==> src/rtl/ddr_ca_tx_lane_ctrl.sv <==
// DDR address/command transmit lane controller: registers beat data, OE and ODT
// toward the IOD lanes and sequences every lane's dynamic output delay line.
//
// state | meaning
// INIT  | after reset: load every delay line to its default tap
// IDLE  | ready for a delay command
// LOAD  | reload one pin's delay line to the default tap
// SETUP | drive direction for the next step, move low
// STEP  | one-cycle move strobe
// GAP   | settle time after a move, out-of-range sampled on its last cycle
// FIN   | report done / error / tracked tap
module ddr_ca_tx_lane_ctrl #(
    parameter int NUM_PINS    = 16,
    parameter int GEAR        = 4,
    parameter int TAP_W       = 7,
    parameter int MAX_TAP     = 127,
    parameter int DEFAULT_TAP = 1,
    parameter int MOVE_GAP    = 2
) (
    input  logic                          FAB_CLK,
    input  logic                          ARST,
    input  logic [NUM_PINS*GEAR-1:0]      TX_DATA_IN,
    input  logic [NUM_PINS-1:0]           OE_IN,
    input  logic                          ODT_EN_IN,
    output logic [NUM_PINS*GEAR-1:0]      TX_DATA_OUT,
    output logic [NUM_PINS*GEAR-1:0]      OE_DATA_OUT,
    output logic                          ODT_EN_OUT,
    input  logic                          CMD_VALID,
    output logic                          CMD_READY,
    input  logic [$clog2(NUM_PINS)-1:0]   CMD_PIN,
    input  logic [1:0]                    CMD_OP,
    input  logic [TAP_W-1:0]              CMD_TAP,
    output logic [NUM_PINS-1:0]           DELAY_LINE_MOVE,
    output logic [NUM_PINS-1:0]           DELAY_LINE_DIRECTION,
    output logic [NUM_PINS-1:0]           DELAY_LINE_LOAD,
    input  logic [NUM_PINS-1:0]           DELAY_LINE_OUT_OF_RANGE,
    output logic                          DONE,
    output logic                          ERR,
    output logic [TAP_W-1:0]              STAT_TAP,
    output logic                          BUSY
);

    localparam int PIN_W = $clog2(NUM_PINS);
    localparam int GAP_W = (MOVE_GAP > 1) ? $clog2(MOVE_GAP) : 1;
    localparam logic [TAP_W-1:0] TAP_DEF  = TAP_W'(DEFAULT_TAP);
    localparam logic [TAP_W-1:0] TAP_MAX  = TAP_W'(MAX_TAP);
    localparam logic [TAP_W-1:0] TAP_ONE  = TAP_W'(1);
    localparam logic [GAP_W-1:0] GAP_LAST = GAP_W'(MOVE_GAP - 1);

    localparam logic [1:0] OP_ABS = 2'b00;
    localparam logic [1:0] OP_INC = 2'b01;
    localparam logic [1:0] OP_DEC = 2'b10;

    typedef enum logic [2:0] {
        INIT,
        IDLE,
        LOAD,
        SETUP,
        STEP,
        GAP,
        FIN
    } state_t;

    state_t             state_q, state_d;
    logic               init_armed_q;
    logic [PIN_W-1:0]   pin_q, pin_d;
    logic [TAP_W-1:0]   tgt_q, tgt_d;
    logic               dir_q, dir_d;
    logic [GAP_W-1:0]   gap_q, gap_d;
    logic [TAP_W-1:0]   tap_q [NUM_PINS];

    logic               pin_ok;
    logic [TAP_W-1:0]   cur_tap;
    logic [TAP_W-1:0]   tap_sel;
    logic [TAP_W-1:0]   tgt_calc;
    logic               cmd_bad;
    logic               cmd_reload;
    logic               fin_err;
    logic [TAP_W-1:0]   stat_d;

    logic [NUM_PINS-1:0]      pin_bit;
    logic [NUM_PINS-1:0]      move_d;
    logic [NUM_PINS-1:0]      dirv_d;
    logic [NUM_PINS-1:0]      load_d;
    logic [NUM_PINS*GEAR-1:0] oe_rep;

    // ---------------------------------------------------------------- data path
    always_comb begin
        oe_rep = '0;
        for (int p = 0; p < NUM_PINS; p++) begin
            oe_rep[p*GEAR +: GEAR] = {GEAR{OE_IN[p]}};
        end
    end

    always_ff @(posedge FAB_CLK or posedge ARST) begin
        if (ARST) begin
            TX_DATA_OUT <= '0;
            OE_DATA_OUT <= '0;
            ODT_EN_OUT  <= 1'b0;
        end else begin
            TX_DATA_OUT <= TX_DATA_IN;
            OE_DATA_OUT <= oe_rep;
            ODT_EN_OUT  <= ODT_EN_IN;
        end
    end

    // ---------------------------------------------------------- command decode
    always_comb begin
        pin_ok     = ({1'b0, CMD_PIN} < (PIN_W+1)'(NUM_PINS));
        cur_tap    = pin_ok ? tap_q[CMD_PIN] : '0;
        tgt_calc   = cur_tap;
        cmd_bad    = 1'b0;
        cmd_reload = 1'b0;
        case (CMD_OP)
            OP_ABS: begin
                tgt_calc = CMD_TAP;
                cmd_bad  = ({1'b0, CMD_TAP} > (TAP_W+1)'(MAX_TAP));
            end
            OP_INC: begin
                tgt_calc = cur_tap + TAP_ONE;
                cmd_bad  = (cur_tap >= TAP_MAX);
            end
            OP_DEC: begin
                tgt_calc = cur_tap - TAP_ONE;
                cmd_bad  = (cur_tap == '0);
            end
            default: cmd_reload = 1'b1;
        endcase
    end

    assign tap_sel = tap_q[pin_q];

    // ------------------------------------------------------- next state / outs
    always_comb begin
        state_d = state_q;
        pin_d   = pin_q;
        tgt_d   = tgt_q;
        dir_d   = dir_q;
        gap_d   = gap_q;
        fin_err = 1'b0;
        stat_d  = STAT_TAP;
        case (state_q)
            INIT: begin
                if (init_armed_q) state_d = IDLE;
            end
            IDLE: begin
                if (CMD_VALID && CMD_READY) begin
                    pin_d = CMD_PIN;
                    if (!pin_ok || cmd_bad) begin
                        state_d = FIN;
                        fin_err = 1'b1;
                        stat_d  = cur_tap;
                    end else if (cmd_reload) begin
                        state_d = LOAD;
                    end else if (tgt_calc == cur_tap) begin
                        state_d = FIN;
                        stat_d  = cur_tap;
                    end else begin
                        state_d = SETUP;
                        tgt_d   = tgt_calc;
                        dir_d   = (tgt_calc > cur_tap);
                    end
                end
            end
            LOAD: begin
                state_d = FIN;
                stat_d  = TAP_DEF;
            end
            SETUP: state_d = STEP;
            STEP: begin
                state_d = GAP;
                gap_d   = GAP_LAST;
            end
            GAP: begin
                if (gap_q != '0) begin
                    gap_d = gap_q - GAP_W'(1);
                end else if (DELAY_LINE_OUT_OF_RANGE[pin_q]) begin
                    state_d = FIN;
                    fin_err = 1'b1;
                    stat_d  = tap_sel;
                end else if (tap_sel == tgt_q) begin
                    state_d = FIN;
                    stat_d  = tap_sel;
                end else begin
                    state_d = SETUP;
                end
            end
            FIN:     state_d = IDLE;
            default: state_d = INIT;
        endcase
    end

    // Strobes are decoded from the next state so every output is a flop.
    always_comb begin
        pin_bit        = '0;
        pin_bit[pin_d] = 1'b1;
        move_d         = (state_d == STEP) ? pin_bit : '0;
        dirv_d         = (dir_d && (state_d == SETUP || state_d == STEP || state_d == GAP))
                         ? pin_bit : '0;
        load_d         = '0;
        if (state_d == INIT)      load_d = '1;
        else if (state_d == LOAD) load_d = pin_bit;
    end

    always_ff @(posedge FAB_CLK or posedge ARST) begin
        if (ARST) begin
            state_q              <= INIT;
            init_armed_q         <= 1'b0;
            pin_q                <= '0;
            tgt_q                <= '0;
            dir_q                <= 1'b0;
            gap_q                <= '0;
            CMD_READY            <= 1'b0;
            BUSY                 <= 1'b1;
            DONE                 <= 1'b0;
            ERR                  <= 1'b0;
            STAT_TAP             <= '0;
            DELAY_LINE_MOVE      <= '0;
            DELAY_LINE_DIRECTION <= '0;
            DELAY_LINE_LOAD      <= '0;
        end else begin
            state_q              <= state_d;
            init_armed_q         <= 1'b1;
            pin_q                <= pin_d;
            tgt_q                <= tgt_d;
            dir_q                <= dir_d;
            gap_q                <= gap_d;
            CMD_READY            <= (state_d == IDLE);
            BUSY                 <= (state_d != IDLE);
            DONE                 <= (state_d == FIN);
            ERR                  <= fin_err;
            STAT_TAP             <= stat_d;
            DELAY_LINE_MOVE      <= move_d;
            DELAY_LINE_DIRECTION <= dirv_d;
            DELAY_LINE_LOAD      <= load_d;
        end
    end

    // Tracked taps mirror the lanes: the step is counted even if it was flagged out of range.
    always_ff @(posedge FAB_CLK or posedge ARST) begin
        if (ARST) begin
            for (int p = 0; p < NUM_PINS; p++) tap_q[p] <= TAP_DEF;
        end else begin
            case (state_q)
                INIT: for (int p = 0; p < NUM_PINS; p++) tap_q[p] <= TAP_DEF;
                LOAD: tap_q[pin_q] <= TAP_DEF;
                STEP: tap_q[pin_q] <= dir_q ? (tap_sel + TAP_ONE) : (tap_sel - TAP_ONE);
                default: ;
            endcase
        end
    end

endmodule
==> config.mk <==
export PLATFORM = sky130hd
export DESIGN_NAME = ddr_ca_tx_lane_ctrl
export DESIGN_NICKNAME = d
export VERILOG_FILES = /design/src/rtl/ddr_ca_tx_lane_ctrl.sv
export SDC_FILE = /design/constraint.sdc
export NUM_CORES = 1
export LEC_CHECK = 0
export BUFFER_PORTS_ARGS = -buffer_cell sky130_fd_sc_hd__buf_2
export CORE_ASPECT_RATIO = 1.25
export CORE_MARGIN = 1
export CORE_UTILIZATION = 54
export DETAILED_ROUTE_END_ITERATION = 8
export PLACE_DENSITY_LB_ADDON = 0.08
export SYNTH_ARGS = -nofsm -noshare
export SYNTH_HDL_FRONTEND = slang
export SYNTH_SLANG_ARGS = --single-unit
==> constraint.sdc <==
create_clock -name FAB_CLK -period 10 [get_ports FAB_CLK]
set_clock_uncertainty 0.1 [all_clocks]
set_input_delay 1 -clock FAB_CLK [delete_from_list [all_inputs] [get_ports FAB_CLK]]
set_output_delay 1 -clock FAB_CLK [all_outputs]
set_load 0.03 [all_outputs]
======== Yosys cells after proc, flatten, opt, wreduce, memory -nomap -nowiden ========
Index checks and enable logic that the tools add are counted.
storage, ports and cells
  flip-flop bits (word level) ............. 314
cells by class
  add/subtract/negate cells ............... 5
  bitwise gates (word level) .............. 7
  equality and inequality tests ........... 22
  muxes and demuxes ....................... 52
  reductions and logical operators ........ 16
  magnitude comparators ................... 8
operator list
  kind                   count
  $pmux W112 S3          1
  $bwmux W112            1
  $and A96 B96 Y96       1
  $not A96 Y96           1
  $mux W7                13
  $mux W16               4
  $bmux W7 S4            2
  $pmux W7 S3            2
  $demux W7 S4           1
  $mux W3                8
  $pmux W3 S7            1
  $eq A3 B3 Y1 const B   6
  $or A16 B16 Y16        1
  $add A7 B1 Y7 const B  2
  $eq A7 B7 Y1           2
  $sub A7 B1 Y7 const B  2
  $eq A3 B2 Y1 const B   4
  $mux W1                12
  $ge A5 B5 Y1 const B   2
  $lt A4 B5 Y1 const B   2
  $not A4 Y5             2
  $ne A3 B3 Y1 const B   3
  $mux W4                2
  $ge A7 B7 Y1 const B   1
  other kinds (23)       34

======== Depth between registers and ports, before layout ========
  word-level depth ........................ 17
  depth in mapped cells ................... 25

======== Worst setup path after synthesis ========
Ideal clock, no wire load.
  path type ............................... in2reg
  from .................................... input port CMD_PIN[0]
  to ...................................... register DELAY_LINE_LOAD[10]
  stages .................................. 24
  setup time .............................. 0.073 ns
  data arrival time ....................... 5.544 ns
  setup slack ............................. 4.283 ns
  cells stage by stage .................... buf_6 > buf_6 > mux4_2 > a22oi_1 > nand2_1 > fa_1 > a21o_1 > a21oi_1 > o21bai_1 > a21oi_1 > xnor2_1 > o21ai_0 > a221o_1 > ha_1 > nand4_1 > nor2_1 > nand2_1 > o2111ai_1 > a221oi_4 > inv_2 > or3_1 > buf_2 > buf_6 > a21oi_2
on the way
  longest elaborated chain between the ends .. 15
ends and longest elaborated chain
  item                                            RTL line  text
  from (decl)                                     30        input logic [$clog2(NUM_PINS)-1:0] CMD_PIN,
  $not A4 Y5 (not written as such) (*)            110       cur_tap = pin_ok ? tap_q[CMD_PIN] : '0;
  $bmux W7 S4 (*)                                 110
  $mux W7 (not written as such) (*) (2 in a row)  110
  $sub A7 B1 Y7 or $add A7 B1 Y7 (tied branches)  124, 120
  $pmux W7 S3 (*)                                 114       case (CMD_OP)
  via tgt_calc[6]                                 75        logic [TAP_W-1:0] tgt_calc;
  $eq A7 B7 Y1 (*)                                155       end else if (tgt_calc == cur_tap) begin
  $mux W3 (*)                                     155
  $mux W3 (*)                                     153       end else if (cmd_reload) begin
  $mux W3 (*)                                     149       if (!pin_ok || cmd_bad) begin
  $mux W3 (*)                                     147       if (CMD_VALID && CMD_READY) begin
  $pmux W3 S7 (*)                                 142       case (state_q)
  via state_d[2]                                  64        state_t state_q, state_d;
  $eq A3 B2 Y1                                    202       else if (state_d == LOAD) load_d = pin_bit;
  $mux W16                                        202
  $mux W16 (*)                                    201       if (state_d == INIT) load_d = '1;
  via load_d[10]                                  84        logic [NUM_PINS-1:0] load_d;
  to (signal assigned)                            235       DELAY_LINE_LOAD <= load_d;
  to (decl)                                       35        output logic [NUM_PINS-1:0] DELAY_LINE_LOAD,
Mark *: on every way through the listed nets, which the timed path passes. The rest lies on a longest branch. The select of a mux whose other input is x is not followed.
A chain may end at the register's enable or synchronous reset.

======== Final worst setup path ========
  from .................................... input port CMD_PIN[0]
  to ...................................... register DELAY_LINE_DIRECTION[8]
on the way
  longest elaborated chain between the ends .. 17
ends and longest elaborated chain
  item                                            RTL line  text
  $not A4 Y5 (not written as such) (*)            110
  $bmux W7 S4 (*)                                 110
  $mux W7 (not written as such) (*) (2 in a row)  110
  $sub A7 B1 Y7 or $add A7 B1 Y7 (tied branches)  124, 120
  $pmux W7 S3 (*)                                 114
  via tgt_calc[6]                                 75
  $eq A7 B7 Y1                                    155
  $mux W3                                         155
  $mux W3                                         153
  $mux W3                                         149
  $mux W3                                         147
  $pmux W3 S7                                     142
  $eq A3 B2 Y1 or $eq A3 B3 Y1 (tied branches)    198       dirv_d = (dir_d && (state_d == SETUP || state_d == STEP || state_d == GAP))
  $logic_or A1 B1 Y1 (2 in a row)                 198
  $logic_and A1 B1 Y1 (*)                         198
  $mux W16 (*)                                    199       ? pin_bit : '0;
  via dirv_d[8]                                   83        logic [NUM_PINS-1:0] dirv_d;
  to (signal assigned)                            234       DELAY_LINE_DIRECTION <= dirv_d;
  to (decl)                                       34        output logic [NUM_PINS-1:0] DELAY_LINE_DIRECTION,
Marked as above.

==> results.py <==
metrics = {
    "die": {
        "ios": 301,
        "start_util_pct": 55.62,
        "num_rows": 62,
        "dieWidth_um": 140.3,
        "die_h_um": 174.8,
        "die-area_mm2": 0.02452,
        "coreArea_mm2": 0.02319,
    },
    "min_path": {
        "hold_depth": 1,
        "worstHoldStart": "STAT_TAP[5]$_DFFE_PP0P_",
        "min_to": "STAT_TAP[5]$_DFFE_PP0P_",
        "hp-class": "reg2reg",
    },
    "cts": {
        "clock_latency_ns": 0.55,
        "ctsHoldBuffers": 0,
        "cts_max_level": 1,
        "path_clk_slew_ns": 0.07,
        "cts_buffers": 27,
        "cts_resized": 0,
        "post-cts-setup-buffers": 0,
        "clock_path_buffers": 3,
        "cts.sinks": 269,
        "cts_tree": "yes",
        "clockRootBuffer": "clkbuf_16",
    },
    "routing": {
        "drcViolationCount": 0,
        "vias_per_cell": 6.114,
        "wl_per_cell_um": 21.58,
        "drt_iter0_drc": 706,
        "ant_nets": 0,
        "drt_first_pass_iters": 5,
        "vias": 9911,
        "drt-total-wl_um": 34990,
    },
    "sta": {
        "worst_slew_pin_slew_ns": 1.308,
        "setup_viol": 0,
        "fin_crit_sh_pct": 67.32,
        "hold_violations": 0,
        "period_minus_slack_ns": 6.732,
        "totalNegativeSetupSlack_ns": 0,
        "slew_headroom_pct": 12.09,
        "slew_viol_final": 0,
        "fmax_mhz": 148.6,
        "rsz0062_at_grt": "false",
    },
    "cells_and_area": {
        "area_growth_pct": 16.77,
        "seq_area_mm2": 0.006755,
        "fin_nets": 1447,
        "drive_gt1_share_pct": 34.71,
        "finish.instance_area_mm2": 0.01506,
        "multi_input_area_mm2": 0.005350,
        "finalNonFillerCells": 1621,
        "final_util_pct": 64.95,
        "fill_cells": 1868,
    },
    "global_routing": {
        "use_met2_pct": 48.10,
        "grtUsageTotal_pct": 28.58,
        "gr-usage-met1_pct": 37.28,
        "grt_pass1_vias": 9616,
        "antenna_found_initial": 2,
        "use_met3_pct": 4.193,
        "grt_pass1_wl_um": 54050,
        "grt-ovfl-total": 0,
        "grt_max_degree": 144,
        "top_usage_layer": "met2",
    },
    "flow_run": {
        "maxCapViolCount": 0,
    },
    "power": {
        "total_power_mw": 4.186,
        "pwr_density_cell_mw_per_mm2": 277.9,
        "leakage_nw": 7.008,
        "irDropWorstVdd_uv": 228.3,
    },
    "logic_synthesis": {
        "ys_seq_elements": 269,
        "ys_async_sr_fraction_pct": 100.0,
        "mappedNetlistArea_mm2": 0.01290,
        "yosysUniqueCellTypes": 63,
        "synth_flop_cell": "dfrtp_1",
        "seq_area_frac_synth_pct": 52.34,
        "syn-mean-instance-area_um2": 11.75,
        "synth_edf_count": 0,
        "ys.warnings.count": 0,
        "syn-num-nets": 1235,
        "syn_inst": 1098,
    },
    "place": {
        "dp_hpwl_um": 24080,
        "gp_congestion": 0.8850,
        "place_inst": 1569,
        "io_buffer_count": 300,
        "dpl-instance-area_mm2": 0.01416,
    },
    "worst_setup_path": {
        "critPathCaptureType": "flop",
        "reg2reg_depth": 17,
        "start_kind": "primary input",
        "r2r_end": "DELAY_LINE_DIRECTION[8]$_DFF_PP0_",
        "r2r_slack_ns": 3.99,
        "crit_path_cell_trace": "buf_2 > buf_4 > mux4_2 > a22oi_1 > nand2_1 > fa_1 > a21o_1 > a21oi_1 > o21bai_1 > a21oi_1 > xnor2_1 > o21ai_0 > a221o_1 > ha_1 > nand4_1 > o21ai_0 > o21ai_1 > nand2_1 > o31ai_1",
        "crit_path_max_fanout": 29,
        "crit_family": "compound AO/OA/AOI/OAI gates",
        "cpMaxStageDelayCell": "o21ai_1",
        "required_ns": 10.33,
        "crit_type": "in2reg",
        "cpPeakStageDelay_ns": 0.87,
        "r2r_start": "tap_q[64]$_DFFE_PP0P_",
        "crit_buf_inv": 2,
        "crit_arrival_ns": 7.07,
    },
    "outcome": {
        "status": "complete, no violations",
    },
}
==> power by group <==
| part | internal, mW | switching (mW) |
|---|---|---|
| Clock | 0.591 | 0.427 |
| Sequential | 1.27 | 0.128 |
| Combinational | 0.530 | 1.24 |
==> worst max path at each step <==
stage,depth (start not counted),slack [ns],startpoint,endpoint
6_report,19,3.27,CMD_PIN[0],DELAY_LINE_DIRECTION[8]$_DFF_PP0_
5_1_grt,20,2.81,CMD_PIN[0],DELAY_LINE_DIRECTION[9]$_DFF_PP0_
4_1_cts,22,3.46,CMD_PIN[0],DELAY_LINE_LOAD[0]$_DFF_PP0_
3_5_place_dp,19,2.90,CMD_PIN[0],DELAY_LINE_DIRECTION[5]$_DFF_PP0_
3_3_place_gp,22,3.08,CMD_PIN[0],DELAY_LINE_LOAD[1]$_DFF_PP0_
2_1_floorplan,1,1.52,ARST,CMD_READY$_DFF_PP0_
==> logic make-up after synthesis <==
group,share of synthesized area [%]
buffers and inverters,6.362
adders and majority gates,2.444
DFF,52.34
muxes,12.66
and+or+nand+nor,9.572
xor gates and xnor gates,1.290
other,0.02907
AOI/OAI and AO/OA,15.30
==> metrics by stage <==
stage	hold slack (ns)	setup WS (ns)
after floorplan	0.3805	1.518
after global routing	0.3954	2.810
after CTS	0.3905	3.459
final	0.3857	3.268
after detailed placement	0.3719	2.898
after global placement	0.3715	3.083
==> Yosys cell counts (6+ instances only) <==
cell type	number	area share, %
a21o_1	9	0.52
a21oi_1	31	1.2
a21oi_2	10	0.68
a221oi_1	6	0.41
a22oi_1	14	0.81
a311oi_1	14	0.95
a32o_1	32	2.5
buf_1	9	0.26
buf_2	14	0.54
buf_4	48	2.8
buf_6	6	0.52
clkbuf_1	52	1.5
dfrtp_1	252	49
dfstp_2	17	3.5
ha_1	22	2.1
inv_1	23	0.67
mux2_2	13	1.1
mux2i_1	27	2.1
mux4_2	54	9.4
nand2_1	79	2.3
nand3_1	76	2.9
nand4_1	6	0.29
nor2_1	72	2.1
nor2b_1	10	0.48
o2111ai_1	15	1.0
o211ai_1	15	0.87
o21ai_0	53	2.1
o31ai_1	32	1.9
xnor2_1	8	0.54
xor2_1	11	0.75
==> placed cells by master (no fill, tap or decap), types with 4 or more instances in the layout <==
cell type	Yosys	layout
buf_2	14	300
dfrtp_1	252	250
nand2_1	79	79
nand3_1	76	76
nor2_1	72	72
mux4_2	54	54
o21ai_0	53	53
o31ai_1	32	32
a32o_1	32	32
a21oi_1	31	31
mux2i_1	27	27
clkbuf_16	0	27
inv_1	23	22
ha_1	22	22
dfstp_2	17	17
o211ai_1	15	15
o2111ai_1	15	15
a22oi_1	14	14
a311oi_1	14	14
mux2_2	13	13
buf_4	48	12
nor2b_1	10	10
xor2_1	11	10
a21oi_2	10	10
a21o_1	9	9
xnor2_1	8	7
clkbuf_1	52	7
nand4_1	6	6
a221oi_1	6	6
clkbuf_8	0	5
clkinv_2	0	5
and2_1	4	4
nand2b_1	4	4
o21ai_1	4	4
o21a_1	4	4
o2bb2ai_1	4	4
==> layout make-up <==
type	instances	share of cell area (%)
repair buffers	312	10.56
clock inverters	11	0.8638
inverters	25	0.6728
clock buffers	39	5.116
diodes	2	0.03322
well taps	288	2.392
flip-flops and latches	269	44.84
multi-input cells	675	35.52
==> metal layers <==
layer	wire length (µm)	vias to the layer above
met5	0	-
met4	1186	0
met3	2165	79
met2	17450	447
met1	14180	4915
li1	-	4470
==> sequential cells by signal, summed over array words and instances, names as in the netlist <==
signal                count
DONE                      1
state_q                   3
TX_DATA_OUT              64
STAT_TAP                  7
OE_DATA_OUT              16
DELAY_LINE_DIRECTION     16
pin_q                     4
dir_q                     1
BUSY                      1
CMD_READY                 1
ERR                       1
DELAY_LINE_LOAD          16
ODT_EN_OUT                1
init_armed_q              1
gap_q                     1
tap_q                   112
tgt_q                     7
DELAY_LINE_MOVE          16
No activity file was read; power rests on OpenSTA's default activity.
